File: src/rtl/pipe_hazard_ctl_pkg.sv
// Shared constants and types for the pipeline hazard controller.
// HAZ_WB_FWD_EN enables write-back stage forwarding (select code 100).
package pipe_pkg;

  localparam int unsigned REG_AW_DEF = 5;

  localparam logic [2:0] FWD_REG  = 3'b000;
  localparam logic [2:0] FWD_EALU = 3'b001;
  localparam logic [2:0] FWD_MALU = 3'b010;
  localparam logic [2:0] FWD_MMEM = 3'b011;
  localparam logic [2:0] FWD_WB   = 3'b100;

`ifdef HAZ_WB_FWD_EN
  localparam bit WB_FWD_ON = 1'b1;
`else
  localparam bit WB_FWD_ON = 1'b0;
`endif

  typedef enum logic {StRun, StMwait} hz_state_e;

endpackage

File: src/rtl/pipe_hazard_ctl_if.sv
// Pipeline-to-hazard-controller signal bundle; the controller takes the slave view.
interface pipe_hazard_ctl_if #(
  parameter int unsigned REG_AW = 5,
  parameter int unsigned PERF_W = 16
);
  logic [REG_AW-1:0] id_rs, id_rt, e_rn, m_rn, w_rn;
  logic              id_use_rs, id_use_rt, id_branch;
  logic              e_wreg, e_m2reg, m_wreg, m_m2reg, w_wreg;
  logic              m_mem_req, mem_ready;
  logic              wpcir, id_bubble, ir_flush, freeze, mem_err;
  logic [2:0]        fwda, fwdb;
  logic [PERF_W-1:0] stall_cnt, flush_cnt;

  modport master (
    output id_rs, id_rt, id_use_rs, id_use_rt, id_branch,
    output e_wreg, e_m2reg, e_rn, m_wreg, m_m2reg, m_rn, w_wreg, w_rn,
    output m_mem_req, mem_ready,
    input  wpcir, id_bubble, ir_flush, freeze, fwda, fwdb, mem_err, stall_cnt, flush_cnt
  );

  modport slave (
    input  id_rs, id_rt, id_use_rs, id_use_rt, id_branch,
    input  e_wreg, e_m2reg, e_rn, m_wreg, m_m2reg, m_rn, w_wreg, w_rn,
    input  m_mem_req, mem_ready,
    output wpcir, id_bubble, ir_flush, freeze, fwda, fwdb, mem_err, stall_cnt, flush_cnt
  );
endinterface

File: src/rtl/pipe_hazard_ctl_fwd_sel.sv
// Per-operand forwarding source select (EXE ALU > MEM ALU > MEM load > WB > regfile).
// WB forwarding is only produced when HAZ_WB_FWD_EN is defined.
module fwd_sel import pipe_pkg::*; #(
  parameter int unsigned REG_AW = REG_AW_DEF
) (
  input  logic              i_en,
  input  logic [REG_AW-1:0] i_rn,
  input  logic              i_e_wreg,
  input  logic              i_e_m2reg,
  input  logic [REG_AW-1:0] i_e_rn,
  input  logic              i_m_wreg,
  input  logic              i_m_m2reg,
  input  logic [REG_AW-1:0] i_m_rn,
  input  logic              i_w_wreg,
  input  logic [REG_AW-1:0] i_w_rn,
  output logic [2:0]        o_fwd
);

  logic w_e_hit, w_m_hit, w_w_hit;

  always_comb begin
    w_e_hit = i_e_wreg & (i_e_rn != '0) & (i_e_rn == i_rn);
    w_m_hit = i_m_wreg & (i_m_rn != '0) & (i_m_rn == i_rn);
    w_w_hit = WB_FWD_ON & i_w_wreg & (i_w_rn != '0) & (i_w_rn == i_rn);
    o_fwd   = FWD_REG;
    if (!i_en) o_fwd = FWD_REG;
    else if (w_e_hit & ~i_e_m2reg) o_fwd = FWD_EALU;
    else if (w_m_hit & ~i_m_m2reg) o_fwd = FWD_MALU;
    else if (w_m_hit) o_fwd = FWD_MMEM;
    else if (w_w_hit) o_fwd = FWD_WB;
  end

endmodule

File: src/rtl/pipe_hazard_ctl.sv
// Hazard, forwarding and stall controller: load-use stall, branch flush, data-memory
// wait FSM with sticky timeout, saturating perf counters. HAZ_WB_FWD_EN adds WB forwarding.
module pipe_hazard_ctl import pipe_pkg::*; #(
  parameter int unsigned REG_AW      = REG_AW_DEF,
  parameter int unsigned DELAY_SLOT  = 1,
  parameter int unsigned MEM_TIMEOUT = 255,
  parameter int unsigned PERF_W      = 16
) (
  input logic              clock,
  input logic              resetn,
  pipe_hazard_ctl_if.slave hz
);

  localparam int unsigned TW = $clog2(MEM_TIMEOUT + 1);
  localparam logic [TW-1:0] TO_L = TW'(MEM_TIMEOUT);

  hz_state_e         r_state;
  logic [TW-1:0]     r_timer;
  logic              r_mem_err;
  logic [PERF_W-1:0] r_stall_cnt, r_flush_cnt;

  logic w_mem_stall, w_freeze, w_lu, w_wpcir, w_flush;
  logic [2:0] w_fwda, w_fwdb;

  // All combinational strobes are forced to their idle values while in reset.
  always_comb begin
    w_mem_stall = (r_state == StMwait) ? ~hz.mem_ready : (hz.m_mem_req & ~hz.mem_ready);
    w_freeze    = resetn & w_mem_stall;
    w_lu        = resetn & hz.e_wreg & hz.e_m2reg & (hz.e_rn != '0) &
                  ((hz.id_use_rs & (hz.e_rn == hz.id_rs)) |
                   (hz.id_use_rt & (hz.e_rn == hz.id_rt)));
    w_wpcir     = ~w_freeze & ~w_lu;
    w_flush     = resetn & (DELAY_SLOT == 0) & hz.id_branch & ~w_lu & ~w_freeze;
  end

  fwd_sel #(.REG_AW(REG_AW)) u_fwd_rs (
    .i_en     (resetn & hz.id_use_rs),
    .i_rn     (hz.id_rs),
    .i_e_wreg (hz.e_wreg),
    .i_e_m2reg(hz.e_m2reg),
    .i_e_rn   (hz.e_rn),
    .i_m_wreg (hz.m_wreg),
    .i_m_m2reg(hz.m_m2reg),
    .i_m_rn   (hz.m_rn),
    .i_w_wreg (hz.w_wreg),
    .i_w_rn   (hz.w_rn),
    .o_fwd    (w_fwda)
  );

  fwd_sel #(.REG_AW(REG_AW)) u_fwd_rt (
    .i_en     (resetn & hz.id_use_rt),
    .i_rn     (hz.id_rt),
    .i_e_wreg (hz.e_wreg),
    .i_e_m2reg(hz.e_m2reg),
    .i_e_rn   (hz.e_rn),
    .i_m_wreg (hz.m_wreg),
    .i_m_m2reg(hz.m_m2reg),
    .i_m_rn   (hz.m_rn),
    .i_w_wreg (hz.w_wreg),
    .i_w_rn   (hz.w_rn),
    .o_fwd    (w_fwdb)
  );

  always_ff @(posedge clock) begin
    if (!resetn) begin
      r_state     <= StRun;
      r_timer     <= '0;
      r_mem_err   <= 1'b0;
      r_stall_cnt <= '0;
      r_flush_cnt <= '0;
    end else begin
      unique case (r_state)
        StRun: begin
          if (hz.m_mem_req & ~hz.mem_ready) begin
            r_state <= StMwait;
            r_timer <= '0;
          end
        end
        StMwait: begin
          if (hz.mem_ready) begin
            r_state <= StRun;
          end else begin
            // Timer saturates at the limit; the error flag is set as the limit is reached.
            if (r_timer != TO_L) r_timer <= r_timer + 1'b1;
            if (r_timer >= TO_L - 1'b1) r_mem_err <= 1'b1;
          end
        end
      endcase
      if (~w_wpcir && (r_stall_cnt != '1)) r_stall_cnt <= r_stall_cnt + 1'b1;
      if (w_flush && (r_flush_cnt != '1)) r_flush_cnt <= r_flush_cnt + 1'b1;
    end
  end

  assign hz.wpcir     = w_wpcir;
  assign hz.id_bubble = w_lu & ~w_freeze;
  assign hz.ir_flush  = w_flush;
  assign hz.freeze    = w_freeze;
  assign hz.fwda      = w_fwda;
  assign hz.fwdb      = w_fwdb;
  assign hz.mem_err   = r_mem_err;
  assign hz.stall_cnt = r_stall_cnt;
  assign hz.flush_cnt = r_flush_cnt;

endmodule
File: src/flat_wrapper.sv
// flat-port wrapper written by rule: the top's interface ports become plain ports
module pipe_hazard_ctl_flat import pipe_pkg::*;
#(
  parameter int unsigned REG_AW      = REG_AW_DEF,
  parameter int unsigned DELAY_SLOT  = 1,
  parameter int unsigned MEM_TIMEOUT = 255,
  parameter int unsigned PERF_W      = 16
)
  (clock, resetn, hz_id_rs, hz_id_rt, hz_id_use_rs, hz_id_use_rt, hz_id_branch, hz_e_wreg, hz_e_m2reg, hz_e_rn, hz_m_wreg, hz_m_m2reg, hz_m_rn, hz_w_wreg, hz_w_rn, hz_m_mem_req, hz_mem_ready, hz_wpcir, hz_id_bubble, hz_ir_flush, hz_freeze, hz_fwda, hz_fwdb, hz_mem_err, hz_stall_cnt, hz_flush_cnt);
  pipe_hazard_ctl_if #(.REG_AW(REG_AW), .PERF_W(PERF_W)) hz_i ();
  input logic clock;
  input logic resetn;
  input wire logic [$bits(hz_i.id_rs)-1:0] hz_id_rs;
  input wire logic [$bits(hz_i.id_rt)-1:0] hz_id_rt;
  input wire logic [$bits(hz_i.id_use_rs)-1:0] hz_id_use_rs;
  input wire logic [$bits(hz_i.id_use_rt)-1:0] hz_id_use_rt;
  input wire logic [$bits(hz_i.id_branch)-1:0] hz_id_branch;
  input wire logic [$bits(hz_i.e_wreg)-1:0] hz_e_wreg;
  input wire logic [$bits(hz_i.e_m2reg)-1:0] hz_e_m2reg;
  input wire logic [$bits(hz_i.e_rn)-1:0] hz_e_rn;
  input wire logic [$bits(hz_i.m_wreg)-1:0] hz_m_wreg;
  input wire logic [$bits(hz_i.m_m2reg)-1:0] hz_m_m2reg;
  input wire logic [$bits(hz_i.m_rn)-1:0] hz_m_rn;
  input wire logic [$bits(hz_i.w_wreg)-1:0] hz_w_wreg;
  input wire logic [$bits(hz_i.w_rn)-1:0] hz_w_rn;
  input wire logic [$bits(hz_i.m_mem_req)-1:0] hz_m_mem_req;
  input wire logic [$bits(hz_i.mem_ready)-1:0] hz_mem_ready;
  output wire logic [$bits(hz_i.wpcir)-1:0] hz_wpcir;
  output wire logic [$bits(hz_i.id_bubble)-1:0] hz_id_bubble;
  output wire logic [$bits(hz_i.ir_flush)-1:0] hz_ir_flush;
  output wire logic [$bits(hz_i.freeze)-1:0] hz_freeze;
  output wire logic [$bits(hz_i.fwda)-1:0] hz_fwda;
  output wire logic [$bits(hz_i.fwdb)-1:0] hz_fwdb;
  output wire logic [$bits(hz_i.mem_err)-1:0] hz_mem_err;
  output wire logic [$bits(hz_i.stall_cnt)-1:0] hz_stall_cnt;
  output wire logic [$bits(hz_i.flush_cnt)-1:0] hz_flush_cnt;
  assign hz_i.id_rs = hz_id_rs;
  assign hz_i.id_rt = hz_id_rt;
  assign hz_i.id_use_rs = hz_id_use_rs;
  assign hz_i.id_use_rt = hz_id_use_rt;
  assign hz_i.id_branch = hz_id_branch;
  assign hz_i.e_wreg = hz_e_wreg;
  assign hz_i.e_m2reg = hz_e_m2reg;
  assign hz_i.e_rn = hz_e_rn;
  assign hz_i.m_wreg = hz_m_wreg;
  assign hz_i.m_m2reg = hz_m_m2reg;
  assign hz_i.m_rn = hz_m_rn;
  assign hz_i.w_wreg = hz_w_wreg;
  assign hz_i.w_rn = hz_w_rn;
  assign hz_i.m_mem_req = hz_m_mem_req;
  assign hz_i.mem_ready = hz_mem_ready;
  assign hz_wpcir = hz_i.wpcir;
  assign hz_id_bubble = hz_i.id_bubble;
  assign hz_ir_flush = hz_i.ir_flush;
  assign hz_freeze = hz_i.freeze;
  assign hz_fwda = hz_i.fwda;
  assign hz_fwdb = hz_i.fwdb;
  assign hz_mem_err = hz_i.mem_err;
  assign hz_stall_cnt = hz_i.stall_cnt;
  assign hz_flush_cnt = hz_i.flush_cnt;
  pipe_hazard_ctl #(.REG_AW(REG_AW), .DELAY_SLOT(DELAY_SLOT), .MEM_TIMEOUT(MEM_TIMEOUT), .PERF_W(PERF_W)) u_core (.clock(clock), .resetn(resetn), .hz(hz_i));
endmodule
File: config.mk
export PLATFORM = sky130hd
export DESIGN_NAME = pipe_hazard_ctl_flat
export DESIGN_NICKNAME = d
export VERILOG_FILES = /design/src/rtl/pipe_hazard_ctl_pkg.sv /design/src/rtl/pipe_hazard_ctl_if.sv /design/src/rtl/pipe_hazard_ctl_fwd_sel.sv /design/src/rtl/pipe_hazard_ctl.sv /design/src/flat_wrapper.sv
export SDC_FILE = /design/constraint.sdc
export NUM_CORES = 1
export LEC_CHECK = 0
export CAP_MARGIN = 20
export CORE_MARGIN = 2
export CORE_UTILIZATION = 41
export CTS_CLUSTER_DIAMETER = 60
export DETAILED_ROUTE_END_ITERATION = 7
export GPL_TIMING_DRIVEN = 0
export PLACE_DENSITY_LB_ADDON = 0.2
export SYNTH_ARGS = -nofsm -noshare
export SYNTH_HDL_FRONTEND = slang
export SYNTH_SLANG_ARGS = --single-unit
File: constraint.sdc
create_clock -name clock -period 2.8 [get_ports clock]
set_clock_uncertainty 0.15 [all_clocks]
set_input_delay 0.56 -clock clock [delete_from_list [all_inputs] [get_ports clock]]
set_output_delay 0.56 -clock clock [all_outputs]
set_load 0.01 [all_outputs]
==> results of run 1 <==
## per-stage QoR
stage / worst slack (ns) / area, um^2 / hold WS, ns
after detailed placement: -0.884 / 2370 / 0.325
after CTS: 0.00634 / 2440 / 0.351
after global placement: -0.833 / 2370 / 0.309
after floorplan: 0.323 / 1780 / 0.321
after global routing: -0.0276 / 2470 / 0.380
final: 0.0395 / 2470 / 0.349
## worst reg2reg max path, cell delays in order (launching register included)
cell and delay (ns):
dfxtp_1 0.42, ha_1 0.20, nand3_1 0.23, nor3_1 0.42, a21oi_1 0.15, a21bo_1 0.21
buf_6 0.13, buf_2 0.20, o21ai_0 0.12, a21oi_1 0.13
## cell type report
class | count | share of cell area (%)
sequential | 26 | 21.1
timing repair buffer | 55 | 20.8
multi-input combinational | 173 | 45.5
buffer | 25 | 7.10
clock buffer | 4 | 2.23
inverter | 5 | 0.761
tap | 50 | 2.54
## power by group
part | internal, uW | total (uW) | switching [uW]
combinational | 81.7 | 166 | 84.5
sequential | 373 | 377 | 4.03
clock | 126 | 249 | 124
total | 581 | 793 | 212
## cell families after synthesis
kind of cell / Yosys count / synth area share, %
adder cells (fa/ha/maj): 3 / 2.19
XOR/XNOR: 26 / 13.3
other: 1 / 0.219
AND/OR/NAND/NOR: 85 / 25.6
AO/OA/AOI/OAI: 37 / 15.3
multiplexers: 3 / 1.82
buffers and inverters: 30 / 11.2
flip-flops: 26 / 30.3
## synthesized netlist by cell type (all sizes together)
master,number
dfxtp,26
buf,21
nand2,19
xor2,18
nor2,17
nand3,13
nand4,9
a21oi,8
xnor2,8
and3,5
inv,5
nor3,5
o21ai,5
o31ai,5
or4,5
a41oi,4
clkbuf,4
a211oi,3
ha,3
nor4,3
a32o,2
mux2i,2
nand2b,2
nor2b,2
o211ai,2
or3,2
a211o,1
a21bo,1
a21boi,1
a21o,1
a311oi,1
and2,1
and4,1
conb,1
mux2,1
nand3b,1
o21bai,1
o311ai,1
o41ai,1
## worst min path at each step
stage | from | to | slack [ns]
floorplan | u_core.r_timer[4]$_SDFFE_PN0P_ | u_core.r_timer[4]$_SDFFE_PN0P_ | 0.32
global placement | u_core.hz.mem_err$_SDFFE_PN0P_ | u_core.hz.mem_err$_SDFFE_PN0P_ | 0.31
detailed placement | u_core.hz.mem_err$_SDFFE_PN0P_ | u_core.hz.mem_err$_SDFFE_PN0P_ | 0.32
CTS | u_core.hz.stall_cnt[6]$_SDFFE_PN0P_ | u_core.hz.stall_cnt[6]$_SDFFE_PN0P_ | 0.35
global route | u_core.hz.stall_cnt[6]$_SDFFE_PN0P_ | u_core.hz.stall_cnt[6]$_SDFFE_PN0P_ | 0.38
finish | u_core.hz.mem_err$_SDFFE_PN0P_ | u_core.hz.mem_err$_SDFFE_PN0P_ | 0.35
## metal layers
metal / track usage [%] / share of wire [%] / vias up
met5: 0 / 0 / -
met4: 4.50 / 2.3 / 0
met3: 4.22 / 5.0 / 11
met2: 33.7 / 50 / 49
met1: 22.2 / 42 / 780
li1: - / - / 880
## state kept, by name, indices dropped and copies added (netlist names)
name                 count
u_core.r_state           1
u_core.hz.mem_err        1
u_core.r_timer           8
u_core.hz.stall_cnt     16
## repair_timing
item	4_1_cts	5_1_grt
gates resized for setup	51	10
buffers inserted	3	0
pin swaps	6	5
setup endpoints to repair	6	5
==> run_summary.xml, run 1 <==
<?xml version="1.0" encoding="UTF-8"?>
<metrics>
  <group name="status">
    <metric name="status" unit="">completed</metric>
  </group>
  <group name="synth">
    <metric name="synthesis.area_per_instance" unit="um^2">8.13</metric>
    <metric name="yosys.area.top_type_share" unit="%">30.3</metric>
    <metric name="yosys_register_bits" unit="">26</metric>
    <metric name="post_synthesis_sequential_area_ratio" unit="%">30.3</metric>
    <metric name="synth_top_area_cell" unit="">dfxtp_1</metric>
    <metric name="yosys_warn_count" unit="">0</metric>
    <metric name="synthCells" unit="">211</metric>
    <metric name="number_of_different_library_cells_in_the_post_synthesis_netlist" unit="">42</metric>
    <metric name="syn-cell-area" unit="um^2">1720</metric>
    <metric name="synthTopCellsByArea" unit="">dfxtp_1, xor2_1, buf_4</metric>
  </group>
  <group name="worst_setup_path">
    <metric name="worst_reg2reg_path_length_in_cells" unit="">9</metric>
    <metric name="timing.setup.critical_path_class" unit="">in2out</metric>
    <metric name="critical_path_depth" unit="">6</metric>
    <metric name="cpLargestDelayFamily" unit="">simple AND/OR/NAND/NOR gates</metric>
    <metric name="setup.worst_path.end" unit="">hz_fwdb[1]</metric>
    <metric name="timing.critical_path.slowest_cell_delay" unit="ns">0.56</metric>
    <metric name="crit_path_max_fanout" unit="">3</metric>
    <metric name="minimum_setup_slack_among_reg_to_reg_paths" unit="ns">0.38</metric>
    <metric name="reg2reg_from" unit="">u_core.hz.stall_cnt[0]$_SDFFE_PN0P_</metric>
    <metric name="r2r-end" unit="">u_core.hz.stall_cnt[5]$_SDFFE_PN0P_</metric>
    <metric name="critPathRequiredTime" unit="ns">2.09</metric>
    <metric name="path_buf_inv" unit="">2</metric>
    <metric name="critical_path.slowest_cell" unit="">or4_4</metric>
    <metric name="cp-start-kind" unit="">primary input</metric>
    <metric name="crit_path_start" unit="">hz_m_rn[1]</metric>
    <metric name="critical_path.endpoint_type" unit="">primary output</metric>
    <metric name="arrival_time_at_the_worst_endpoint" unit="ns">2.05</metric>
    <metric name="series_of_cell_instances_along_the_critical_path" unit="">dlygate4sd2_1 &gt; or4_4 &gt; o21ai_4 &gt; nor4_2 &gt; nor2b_1 &gt; clkdlybuf4s15_1</metric>
  </group>
  <group name="power">
    <metric name="power_density" unit="nW/um^2">321</metric>
    <metric name="worst_ir_drop_vdd" unit="uV">292</metric>
    <metric name="post_route_total_power" unit="uW">793</metric>
    <metric name="power.static_leakage" unit="uW">0.000998</metric>
  </group>
  <group name="cells_and_area">
    <metric name="multi_input_area" unit="um^2">1120</metric>
    <metric name="layout.nets" unit="">329</metric>
    <metric name="synthesis_to_finish_area_growth" unit="%">43.8</metric>
    <metric name="drive_above_1_share" unit="%">16.0</metric>
    <metric name="most-common-layout-cells" unit="">clkdlybuf4s50_1, dfxtp_1, buf_4, conb_1, xor2_1</metric>
    <metric name="final_util" unit="%">61.7</metric>
    <metric name="antennaDiodeCount" unit="">0</metric>
    <metric name="fin_cells" unit="">338</metric>
    <metric name="final.fill_count" unit="">372</metric>
    <metric name="seqCellArea" unit="um^2">520</metric>
  </group>
  <group name="global_route">
    <metric name="first_pass_grt_wire_length" unit="um">6720</metric>
    <metric name="via_count_of_the_first_global_routing_pass" unit="">1541</metric>
    <metric name="grt_util_all_layers" unit="%">18.6</metric>
    <metric name="grt_max_degree" unit="">15</metric>
    <metric name="antenna_violations_before_repair" unit="">0</metric>
    <metric name="grt_overflow_total" unit="">0</metric>
  </group>
  <group name="clock_tree">
    <metric name="post_cts_hold_buffer_count" unit="">0</metric>
    <metric name="cts_tree" unit="">built</metric>
    <metric name="cts_inserted_buffers" unit="">3</metric>
    <metric name="worstSkewPairLatency" unit="ns">0.27</metric>
    <metric name="clockBufferDepth" unit="">2</metric>
    <metric name="clockRootBuffer" unit="">clkbuf_8</metric>
    <metric name="numClockSinks" unit="">26</metric>
    <metric name="cts-htree-levels" unit="">1</metric>
    <metric name="cts.clk_slew.worst_paths" unit="ns">0.09</metric>
  </group>
  <group name="hold_path">
    <metric name="whs_path_depth" unit="">2</metric>
    <metric name="min-delay-path-class" unit="">reg2reg</metric>
  </group>
  <group name="floorplan">
    <metric name="die_footprint" unit="um^2">4720</metric>
    <metric name="initial_utilization" unit="%">42.9</metric>
    <metric name="io_pins" unit="">80</metric>
    <metric name="die_height" unit="um">68.7</metric>
    <metric name="floorplan.core_area" unit="um^2">4000</metric>
    <metric name="floorplan.rows" unit="">23</metric>
    <metric name="dieWidth" unit="um">68.7</metric>
  </group>
  <group name="sta">
    <metric name="period_share" unit="%">98.6</metric>
    <metric name="slew_viol_final" unit="">0</metric>
    <metric name="fmaxAchievable" unit="GHz">0.362</metric>
    <metric name="setup_viol_count_final" unit="">0</metric>
    <metric name="finalWorstPathRequiredPeriod" unit="ns">2.76</metric>
    <metric name="timing_hold_violations_final" unit="">0</metric>
    <metric name="transition_at_the_pin_with_the_smallest_max_transition_slack" unit="ns">0.689</metric>
    <metric name="timing.setup.tns" unit="ns">0</metric>
    <metric name="maxSlewHeadroom" unit="%">53.4</metric>
  </group>
  <group name="drt">
    <metric name="routedWlPerCell" unit="um">12.8</metric>
    <metric name="number_of_iterations_in_the_first_detailed_routing_pass" unit="">4</metric>
    <metric name="wirelength" unit="um">4340</metric>
    <metric name="first_iter_violations" unit="">53</metric>
    <metric name="drt-vias-per-instance" unit="">5.09</metric>
    <metric name="post-route-drc-count" unit="">0</metric>
    <metric name="drt.antenna.violating_nets" unit="">0</metric>
    <metric name="routed_via_count" unit="">1720</metric>
  </group>
  <group name="placement">
    <metric name="place_inst" unit="">331</metric>
    <metric name="gpl.final_weighted_congestion" unit="">0.835</metric>
    <metric name="dpl_hpwl" unit="um">3210</metric>
    <metric name="portBuffers" unit="">52</metric>
  </group>
  <group name="run">
    <metric name="cap_violations" unit="">0</metric>
  </group>
</metrics>
Power figures use the tool's default switching activity.
==> inputs of run 2 (changes only) <==
CORE_UTILIZATION = 43   (was 41)
CTS_BUF_LIST = sky130_fd_sc_hd__clkbuf_2 sky130_fd_sc_hd__clkbuf_4 sky130_fd_sc_hd__clkbuf_8   (was default)
SETUP_SLACK_MARGIN = 0.4   (was default)
==> run 2 against run 1 <==
Final area grew 5.1%. Critical path depth grew 1. Die area shrank 4.4%. Global-route usage grew 3.0 points. Clock power shrank 2%. Worst setup slack gained 0.085 ns. Hold slack is essentially flat. Non-clock buffer count grew 7. Via count grew 2.6%. Total power grew 2.9%. Critical path type unchanged.
==> run_summary.xml, run 2 (synthesized netlist as in run 1, its figures left out) <==
<?xml version="1.0" encoding="UTF-8"?>
<metrics>
  <group name="cells_and_area">
    <metric name="layout_commonest_cell" unit="">dfxtp_1</metric>
    <metric name="synthesis_to_finish_area_growth" unit="%">51.1</metric>
    <metric name="largest_reg_flops" unit="">16</metric>
    <metric name="most-common-layout-cells" unit="">dfxtp_1, clkdlybuf4s50_1, buf_4, conb_1, xor2_1</metric>
    <metric name="final_util" unit="%">69.2</metric>
    <metric name="drive_above_1_share" unit="%">27.5</metric>
    <metric name="fin_cells" unit="">343</metric>
    <metric name="antennaDiodeCount" unit="">0</metric>
    <metric name="layout.nets" unit="">336</metric>
  </group>
  <group name="power">
    <metric name="worst_ir_drop_vdd" unit="uV">256</metric>
    <metric name="power_density" unit="nW/um^2">315</metric>
    <metric name="power.static_leakage" unit="uW">0.00107</metric>
  </group>
  <group name="worst_setup_path">
    <metric name="critical_path.slowest_cell" unit="">or4_4</metric>
    <metric name="series_of_cell_instances_along_the_critical_path" unit="">buf_8 &gt; or4_4 &gt; o21ai_4 &gt; buf_6 &gt; nor3_4 &gt; a32o_1 &gt; buf_2</metric>
    <metric name="arrival_time_at_the_worst_endpoint" unit="ns">1.97</metric>
    <metric name="critPathRequiredTime" unit="ns">2.09</metric>
    <metric name="timing.critical_path.slowest_cell_delay" unit="ns">0.55</metric>
    <metric name="critical_path.endpoint_type" unit="">primary output</metric>
    <metric name="crit_path_max_fanout" unit="">3</metric>
    <metric name="cp-start-kind" unit="">primary input</metric>
    <metric name="timing.setup.critical_path_class" unit="">in2out</metric>
  </group>
  <group name="global_route">
    <metric name="first_pass_grt_wire_length" unit="um">7470</metric>
    <metric name="grt_util_all_layers" unit="%">21.6</metric>
    <metric name="grt_overflow_total" unit="">0</metric>
    <metric name="via_count_of_the_first_global_routing_pass" unit="">1665</metric>
    <metric name="grt_max_degree" unit="">15</metric>
    <metric name="antenna_violations_before_repair" unit="">0</metric>
  </group>
  <group name="run">
    <metric name="cap_violations" unit="">0</metric>
  </group>
  <group name="drt">
    <metric name="drt-vias-per-instance" unit="">5.14</metric>
    <metric name="met2_wirelength" unit="um">2570</metric>
    <metric name="met3_wire_length" unit="um">169</metric>
    <metric name="number_of_iterations_in_the_first_detailed_routing_pass" unit="">4</metric>
    <metric name="routedWlPerCell" unit="um">14.2</metric>
    <metric name="drt.antenna.violating_nets" unit="">0</metric>
    <metric name="first_iter_violations" unit="">81</metric>
    <metric name="routed_via_count" unit="">1764</metric>
    <metric name="wirelength" unit="um">4880</metric>
    <metric name="post-route-drc-count" unit="">0</metric>
    <metric name="top_layer_used" unit="">met4</metric>
    <metric name="wl_met1" unit="um">2010</metric>
  </group>
  <group name="clock_tree">
    <metric name="post_cts_hold_buffer_count" unit="">0</metric>
    <metric name="worstSkewPairLatency" unit="ns">0.27</metric>
    <metric name="cts_tree" unit="">built</metric>
    <metric name="cts-htree-levels" unit="">1</metric>
    <metric name="clockBufferDepth" unit="">2</metric>
    <metric name="numClockSinks" unit="">26</metric>
    <metric name="cts_inserted_buffers" unit="">3</metric>
    <metric name="cts.clk_slew.worst_paths" unit="ns">0.09</metric>
    <metric name="clockRootBuffer" unit="">clkbuf_8</metric>
  </group>
  <group name="sta">
    <metric name="fmaxAchievable" unit="GHz">0.374</metric>
    <metric name="period_share" unit="%">95.6</metric>
    <metric name="transition_at_the_pin_with_the_smallest_max_transition_slack" unit="ns">0.705</metric>
    <metric name="maxSlewHeadroom" unit="%">52.4</metric>
    <metric name="slew_viol_final" unit="">0</metric>
    <metric name="setup_viol_count_final" unit="">0</metric>
    <metric name="grt_setup_unrepaired" unit="">yes</metric>
    <metric name="setup_ws" unit="ns">0.124</metric>
    <metric name="finalWorstPathRequiredPeriod" unit="ns">2.68</metric>
    <metric name="timing_hold_violations_final" unit="">0</metric>
  </group>
  <group name="status">
    <metric name="status" unit="">completed</metric>
  </group>
  <group name="placement">
    <metric name="gpl.final_weighted_congestion" unit="">0.870</metric>
    <metric name="portBuffers" unit="">52</metric>
    <metric name="dpl_hpwl" unit="um">3230</metric>
    <metric name="place_inst" unit="">329</metric>
    <metric name="detailedPlace.worstSlack" unit="ns">-0.732</metric>
  </group>
  <group name="floorplan">
    <metric name="io_pins" unit="">80</metric>
    <metric name="initial_utilization" unit="%">45.8</metric>
    <metric name="die_height" unit="um">67.2</metric>
    <metric name="dieWidth" unit="um">67.2</metric>
    <metric name="floorplan.core_area" unit="um^2">3740</metric>
    <metric name="floorplan.rows" unit="">22</metric>
    <metric name="die_footprint" unit="um^2">4510</metric>
  </group>
  <group name="hold_path">
    <metric name="min-delay-path-class" unit="">reg2reg</metric>
  </group>
</metrics>
[run 2: cell types whose count changed in the layout (fill, tap and decap cells not counted), moves of 3 or more]
cell	delta
a21oi_1	-3
a21oi_2	+3
buf_2	+8
buf_4	+3
buf_6	+3
buf_8	+3
clkbuf_2	+5
dlygate4sd2_1	-15
nor3_1	-3
[run 2: final cells by class]
cell class	count	area (um^2)
sequential	26	520
timing repair buffer	62	558
multi-input combinational	173	1190
tap	48	60.1
buffer	25	186
inverter	5	18.8
fill	307	1150
clock buffer	4	55.1
[run 2: where the power goes]
part,internal (uW),switching (uW)
Clock,126,118
Combinational,97.4,98.2
Sequential,373,4.09
Total,596,220
[run 2: worst max-delay path, delay by kind of cell]
kind	cells	cell delay, ns
simple gates	2	0.59
buf+inv	3	0.38
compound gates	2	0.42
[run 2: worst paths after layout]
path,cells after the start,endpoint,start,slack (ns)
setup / recovery,7,hz_fwdb[0],hz_e_rn[0],0.12
hold / removal,2,u_core.hz.mem_err$_SDFFE_PN0P_,u_core.hz.mem_err$_SDFFE_PN0P_,0.35
setup reg to reg,8,u_core.hz.stall_cnt[15]$_SDFFE_PN0P_,u_core.hz.stall_cnt[0]$_SDFFE_PN0P_,0.45
hold reg to reg,2,u_core.hz.mem_err$_SDFFE_PN0P_,u_core.hz.mem_err$_SDFFE_PN0P_,0.35
[run 2: through the flow]
step                      setup TNS, ns  cell area [um^2]  hold slack (ns)  total power [uW]
after floorplan                       0              1790            0.321               476
after global placement            -5.02              2370            0.311               547
after detailed placement          -5.33              2370            0.333               548
after CTS                             0              2500            0.351               800
after global routing                  0              2590            0.389               848
final                                 0              2590            0.349               816
[run 2: layer usage]
metal,up-vias,track usage (%)
met1,825,25.0
met3,12,4.00
met4,0,7.65
li1,889,-
met5,-,0
met2,38,39.6
[run 2: repair_timing]
action / CTS / global route
pin swaps: 20 / 17
gates resized for setup: 97 / 37
cloned: 0 / 2
endpoints found under the setup margin: 23 / 26
setup buffers: 8 / 0
